`src/rtl/pipe_stage_skid.sv`:
```
// Pipeline-stage register with valid/ready handshake and a two-entry skid buffer.
// Empty or flushed slots present all-zero control so they behave as bubbles.
module pipe_stage_skid #(
    parameter int unsigned CTRL_W = 2,
    parameter int unsigned DATA_W = 69
) (
    input  logic              clk,
    input  logic              rst,
    input  logic              in_valid,
    output logic              in_ready,
    input  logic [CTRL_W-1:0] in_ctrl,
    input  logic [DATA_W-1:0] in_data,
    input  logic              flush,
    output logic              out_valid,
    input  logic              out_ready,
    output logic [CTRL_W-1:0] out_ctrl,
    output logic [DATA_W-1:0] out_data,
    output logic [1:0]        occupancy
);

    typedef enum logic [1:0] {
        StEmpty = 2'd0,
        StOne   = 2'd1,
        StFull  = 2'd2
    } state_e;

    state_e              state_q, state_d;
    logic                in_ready_q, in_ready_d;
    logic [CTRL_W-1:0]   main_ctrl_q, main_ctrl_d;
    logic [DATA_W-1:0]   main_data_q, main_data_d;
    logic [CTRL_W-1:0]   skid_ctrl_q, skid_ctrl_d;
    logic [DATA_W-1:0]   skid_data_q, skid_data_d;
    logic                in_fire, out_fire;

    assign out_valid = (state_q != StEmpty);
    assign in_fire   = in_valid & in_ready_q;
    assign out_fire  = out_valid & out_ready;

    always_comb begin
        state_d     = state_q;
        main_ctrl_d = main_ctrl_q;
        main_data_d = main_data_q;
        skid_ctrl_d = skid_ctrl_q;
        skid_data_d = skid_data_q;

        case (state_q)
            StEmpty: begin
                if (in_fire) begin
                    state_d     = StOne;
                    main_ctrl_d = in_ctrl;
                    main_data_d = in_data;
                end
            end
            StOne: begin
                if (in_fire && out_fire) begin
                    main_ctrl_d = in_ctrl;
                    main_data_d = in_data;
                end else if (in_fire) begin
                    state_d     = StFull;
                    skid_ctrl_d = in_ctrl;
                    skid_data_d = in_data;
                end else if (out_fire) begin
                    state_d     = StEmpty;
                    main_ctrl_d = '0;
                end
            end
            StFull: begin
                if (out_fire) begin
                    state_d     = StOne;
                    main_ctrl_d = skid_ctrl_q;
                    main_data_d = skid_data_q;
                end
            end
            default: begin
                state_d     = StEmpty;
                main_ctrl_d = '0;
            end
        endcase

        // Flush drops both entries; data is left stale since ctrl=0 marks the bubble.
        if (flush) begin
            state_d     = StEmpty;
            main_ctrl_d = '0;
        end

        in_ready_d = (state_d != StFull);
    end

    always_ff @(posedge clk) begin
        if (rst) begin
            state_q     <= StEmpty;
            in_ready_q  <= 1'b1;
            main_ctrl_q <= '0;
            main_data_q <= '0;
            skid_ctrl_q <= '0;
            skid_data_q <= '0;
        end else begin
            state_q     <= state_d;
            in_ready_q  <= in_ready_d;
            main_ctrl_q <= main_ctrl_d;
            main_data_q <= main_data_d;
            skid_ctrl_q <= skid_ctrl_d;
            skid_data_q <= skid_data_d;
        end
    end

    assign in_ready  = in_ready_q;
    assign out_ctrl  = main_ctrl_q;
    assign out_data  = main_data_q;
    assign occupancy = state_q;

endmodule

```
`config.mk`:
```
export PLATFORM = sky130hd
export DESIGN_NAME = pipe_stage_skid
export DESIGN_NICKNAME = d
export VERILOG_FILES = /design/src/rtl/pipe_stage_skid.sv
export SDC_FILE = /design/constraint.sdc
export NUM_CORES = 1
export LEC_CHECK = 0
export CAP_MARGIN = 20
export CORE_UTILIZATION = 40
export CTS_BUF_LIST = sky130_fd_sc_hd__clkbuf_8
export DETAILED_ROUTE_END_ITERATION = 8
export GPL_ROUTABILITY_DRIVEN = 1
export PLACE_DENSITY = 0.68
export REMOVE_ABC_BUFFERS = 1
export SYNTH_ARGS = -nofsm -noshare
export SYNTH_HDL_FRONTEND = slang
export SYNTH_SLANG_ARGS = --single-unit
```
`constraint.sdc`:
```
create_clock -name clk -period 1.79 [get_ports clk]
set_clock_uncertainty 0.15 [all_clocks]
set_input_delay 0.4475 -clock clk [delete_from_list [all_inputs] [get_ports clk]]
set_output_delay 0.4475 -clock clk [all_outputs]
set_load 0.01 [all_outputs]
```
**Yosys cells after proc, flatten, opt, wreduce, memory -nomap -nowiden**

Index checks and enable logic that the tools add are counted.

- Eq/ne operators: 8
- Muxes and demuxes: 17
- Bitwise gates (word level): 3
- Reductions and logical operators: 8

Operator list:

| cell | number |
|---|---|
| 69-bit two-way mux | 3 |
| 69-bit one-hot mux with 3 select lines | 1 |
| 2-bit two-way mux | 11 |
| 2-bit one-hot mux with 3 select lines | 2 |
| 2-bit != test (second input constant) | 4 |
| 4-bit AND reduction | 2 |
| 3-bit != test (second input constant) | 2 |
| 3-bit AND reduction | 1 |
| 3-bit nonzero test | 1 |
| 1-bit bitwise AND | 2 |
| 2-bit by 1-bit == test with 1-bit output (second input constant) | 1 |
| 2-bit == test (second input constant) | 1 |
| 2-bit logical NOT | 1 |
| 2-bit nonzero test | 1 |
| 2-bit OR reduction | 1 |
| 1-bit logical AND | 1 |
| 1-bit inverter | 1 |

- Flip-flop bits (word level): 145
- Input bits: 76

**Depth between registers and ports, before layout**

- Depth in word-level cells: 8
- Gate-level depth with buffers: 7

**Worst setup path before layout**

Ideal clock, no wire load.

- Kind: input to register
- Start: input rst
- End: register main_data_q[12], in the netlist out_data[12]
- Setup time: 0.148 ns
- Arrival: 1.372 ns
- Slack: 0.120 ns
- Cell stages on the path: 4
- Buffers on the path: 3
- Path through: clkbuf_1 > clkbuf_1 > clkbuf_1 > a211oi_1

RTL lines:

| element | line | RTL |
|---|---|---|
| from (decl) | 8 | `input logic rst,` |
| to (signal assigned) | 101 | `main_data_q <= main_data_d;` |
| to (decl) | 30 | `logic [DATA_W-1:0] main_data_q, main_data_d;` |

No word-level cell between the ends.

**Final worst setup path**

- Start: input in_valid
- End: register main_data_q[41], in the netlist out_data[41]

- Word-level cells in the longest chain between the ends: 4

Ends and longest elaborated chain:

| element | line | RTL |
|---|---|---|
| from (decl) | 9 | `input logic in_valid,` |
| 1-bit bitwise AND (*) | 36 | `assign in_fire = in_valid & in_ready_q;` |
| 1-bit logical AND | 55 | `if (in_fire && out_fire) begin` |
| 2-bit != test (no line) | n/a |  |
| 4-bit AND reduction (no line) (*) | n/a |  |

Every way passes the cells marked *; elsewhere a longest branch is shown, timed or not.
A chain may end at the register's enable or synchronous reset.

==> impl.org <==
** Run status
- Result of the run :: complete, no violations

** Floorplan
- The die covers 14900 µm².
- The initialized floorplan defines 43 standard-cell rows.
- The floorplan step set the die height to 122 µm.
- From left edge to right edge, the die measures 122 µm.
- For this design the top-level I/O count stands at 151.
- Floorplan Core Area :: 14000 µm²
- Initial Utilization :: 41.2%

** Layout
- Area growth from synthesis to layout :: 39.6%
- Layout cells sized above 1 :: 11.9%
- Number of antenna cells inserted :: 0
- Post-layout net count :: 869

** Synthesis
- Sequential fraction of the synthesis area :: 50.4%
- In the synthesized netlist the dominant register cell turns out to be sky130_fd_sc_hd__dfxtp_1.
- Yosys mapped a number of flops with a built-in enable equal to 0.
- Fraction of the mapped netlist area in adder cells :: 0%
- Summing the areas of all compound-gate instances in the mapped netlist gives 17.9% of the synthesized area.
- Count of different cell masters after synthesis :: 21
- Synth Register Bits :: 145
- XOR/XNOR share of the synthesized area :: 0%
- The cell area that synthesis handed to floorplanning was 5760 µm².
- Summing the areas of all and, or, nand and nor instances in the mapped netlist gives 15.0% of the synthesized area.
- Total number of yosys warnings :: 0
- Mux contribution to synthesized area :: 12.2%
- Mean Syn Cell Area :: 8.91 µm²
- After synthesis, the largest family of logic cells by area is compound AO/OA/AOI/OAI gates.
- In the synthesized netlist the async set-or-reset flop fraction comes to 0%.
- The cell count after synthesis came out at 647.

** Detailed routing
- For this block, the initial DRC count from the detailed router was 334.
- In the final routed layout, each cell accounts on average for 15.1 µm.
- Via count of the routed design :: 5036
- Wires add up to 14900 µm.
- DRC violation count after routing :: 0
- In the routed layout, each cell is associated on average with a via count of 5.11.
- First-pass iteration count of the detailed router :: 4
- Post-route ant nets :: 0

** Timing
- Max Slew Vio Count :: 0
- Static timing analysis puts the maximum clock frequency at 560 MHz.
- Final worst path period need :: 1790 ps
- Setup total negative slack on the finished layout was measured at 0 ps.
- The number of endpoints with negative hold slack in the final report came to 0.
- Setup violations remaining at the end of the flow were counted as 0.
- Measured slew at the worst slew-check pin :: 604 ps
- In the finished design, the share of the clock period the worst path needs comes to 99.8%.
- Headroom to the max-slew limit came out at 59.7%.
- Setup repair after global routing could not meet its margin everywhere.

** Clocking
- The number of clock buffers added by TritonCTS is 17.
- Count of hold-fix buffers inserted at cts :: 0
- Count of H-tree levels built during CTS :: 4
- The tree is rooted in a sky130_fd_sc_hd__clkbuf_8.
- After clock tree synthesis, the clock-pin slew on the worst setup and hold paths is 70 ps.
- Clock tree synthesis found a total of 145 sinks.
- TritonCTS built the clock tree.
- Maximum buffer depth of the clock tree :: 2
- For the worst-skew pair, the clock arrives at the later sink with an insertion delay of 430 ps.

** Power
- Fraction of power consumed by sequential logic :: 51.2%
- Lkg Pwr :: 3.62 nW
- P_int :: 5.02 mW
- Power density normalized to cell area :: 842 nW/µm²
- Summing internal, switching and leakage power gives 6.77 mW.
- Across the VDD grid, the largest voltage drop is 0.402 mV.
- Switch share :: 25.9%
- The clock network burns 33.6% of the power.
- The analysis attributes to net switching a power of 1.76 mW.
- Logic pwr share :: 15.2%

** Critical path
- The worst setup path is captured at a register.
- Setup Crit Path Kind :: primary input to register
- Of all nets on the critical path, the largest fanout is 19.
- STA classifies the critical path startpoint as a primary input.
- For the worst setup path, the data required time is 1980 ps.
- Arrival time reported for the critical path endpoint :: 1970 ps

** Placement
- Buffers added on ports :: 150
- Gpl congestion :: 0.792
- Detailed placement finished with a half-perimeter wire length of 9130 µm.

** GRT
- Wire length of the first global-routing pass :: 23100 µm
- Entering global routing, the biggest net connects 120 pins.
- The number of global-route vias before repair is 4848.
- After global routing the overflow that remains totals 0.
- Global routing used 19.9% of the available tracks across all layers.
- Antenna violations before repair :: 0

** Job
- MaxCap Viol Count :: 0

** Min path
- Class of the tightest hold or removal check :: primary input to register
==> per-stage QoR <==
| stage | hold WS, ps | cells | area (µm²) | worst slack [ps] | util (%) |
|---|---|---|---|---|---|
| CTS | 220 | 980 | 7890 | 1.45 | 56.4 |
| global route | 227 | 986 | 8040 | -25.0 | 57.5 |
| floorplan | 280 | 593 | 5500 | -5850 | - |
| finish | 259 | 986 | 8040 | 3.02 | 57.5 |
| global placement | 291 | 946 | 7560 | -440 | 54.1 |
| detailed placement | 297 | 946 | 7560 | -502 | 54.1 |
==> cells in the final DEF (no fill, tap or decap), types with 2 or more instances in the layout <==
| master | instances |
|---|---|
| sky130_fd_sc_hd__dfxtp_1 | 144 |
| sky130_fd_sc_hd__nand2_1 | 143 |
| sky130_fd_sc_hd__a21oi_1 | 76 |
| sky130_fd_sc_hd__dlygate4sd2_1 | 74 |
| sky130_fd_sc_hd__clkdlybuf4s50_1 | 73 |
| sky130_fd_sc_hd__nor2_1 | 71 |
| sky130_fd_sc_hd__mux2i_1 | 70 |
| sky130_fd_sc_hd__a211oi_1 | 47 |
| sky130_fd_sc_hd__a211oi_2 | 23 |
| sky130_fd_sc_hd__clkbuf_8 | 18 |
| sky130_fd_sc_hd__buf_4 | 13 |
| sky130_fd_sc_hd__buf_12 | 12 |
| sky130_fd_sc_hd__clkinv_2 | 8 |
| sky130_fd_sc_hd__inv_1 | 4 |
| sky130_fd_sc_hd__clkinvlp_4 | 3 |
| sky130_fd_sc_hd__clkbuf_16 | 3 |
| sky130_fd_sc_hd__buf_6 | 3 |
| sky130_fd_sc_hd__nand2_2 | 2 |
| sky130_fd_sc_hd__a22oi_1 | 2 |
| sky130_fd_sc_hd__o21ai_0 | 2 |
| sky130_fd_sc_hd__buf_16 | 2 |
==> critical path: stages <==
cell,delay [ps]
sky130_fd_sc_hd__clkdlybuf4s50_1,500
sky130_fd_sc_hd__nand2_2,110
sky130_fd_sc_hd__o32ai_4,260
sky130_fd_sc_hd__buf_6,190
sky130_fd_sc_hd__buf_12,160
sky130_fd_sc_hd__nor2_1,60
sky130_fd_sc_hd__a211oi_1,220
==> state kept, by name, indices dropped and copies added, names as in the netlist <==
register and cells:
skid_ctrl_q 2, out_ctrl 2, skid_data_q 69, in_ready 1, out_data 69, occupancy 2
==> metal layers <==
layer  share of wire, %  global-route usage, %  wire, µm
met1                 47                   25.4      6930
met2                 47                   32.2      6940
met3                5.3                   5.34       792
met4                1.3                   6.87       197
met5                  0                      0         0
==> final timing paths <==
check,start,end,slack [ps],depth (start not counted)
worst max-delay path,in_valid,out_data[41],3,7
worst max register to register,occupancy[0],out_data[41],90,6
worst min-delay path,rst,occupancy[1],260,3
worst min register to register,skid_data_q[47],skid_data_q[47],300,2
==> synthesized netlist by cell type, drive strengths merged (2+ instances only) <==
library cell    n  area share, %
dfxtp         145             50
buf            31            3.0
a22oi           2           0.26
inv             2           0.13
clkbuf         23            1.5
nor2           71            4.6
mux2i          70             12
nand2         145            9.4
a21oi          76            6.6
o21ai           2           0.17
or2             2           0.22
a211oi         70             10
nand2b          2           0.22
==> power groups by stage <==
stage | clock [mW] | sequential (mW) | combinational [mW]
after floorplan | 0 | 3.59 | 0.360
after global placement | 0 | 3.54 | 1.00
after detailed placement | 0 | 3.55 | 1.03
after CTS | 2.35 | 3.47 | 0.980
after global routing | 2.50 | 3.48 | 1.12
final | 2.28 | 3.47 | 1.03
==> area by class of cell <==
type,count,area (µm²)
fill,1282,5940
sequential,145,2900
multi-input combinational,446,2670
timing repair buffer,181,1890
clock buffer,18,248
tap,180,225
clock inverter,14,100
inverter,2,7.51
==> kinds of logic (layout without fill, tap and decap cells) <==
group | count (synthesis) | in the layout
and+or+nand+nor | 224 | 224
AOI/OAI and AO/OA | 152 | 152
muxes | 70 | 70
DFF | 145 | 145
buffers and inverters | 56 | 215
==> repair_timing <==
item | in CTS | in global routing
resized for setup | 82 | 16
endpoints found under the setup margin | 78 | 136
cloned | 2 | 3
setup buffers | 0 | 3
(Power assumes the default switching activity.)
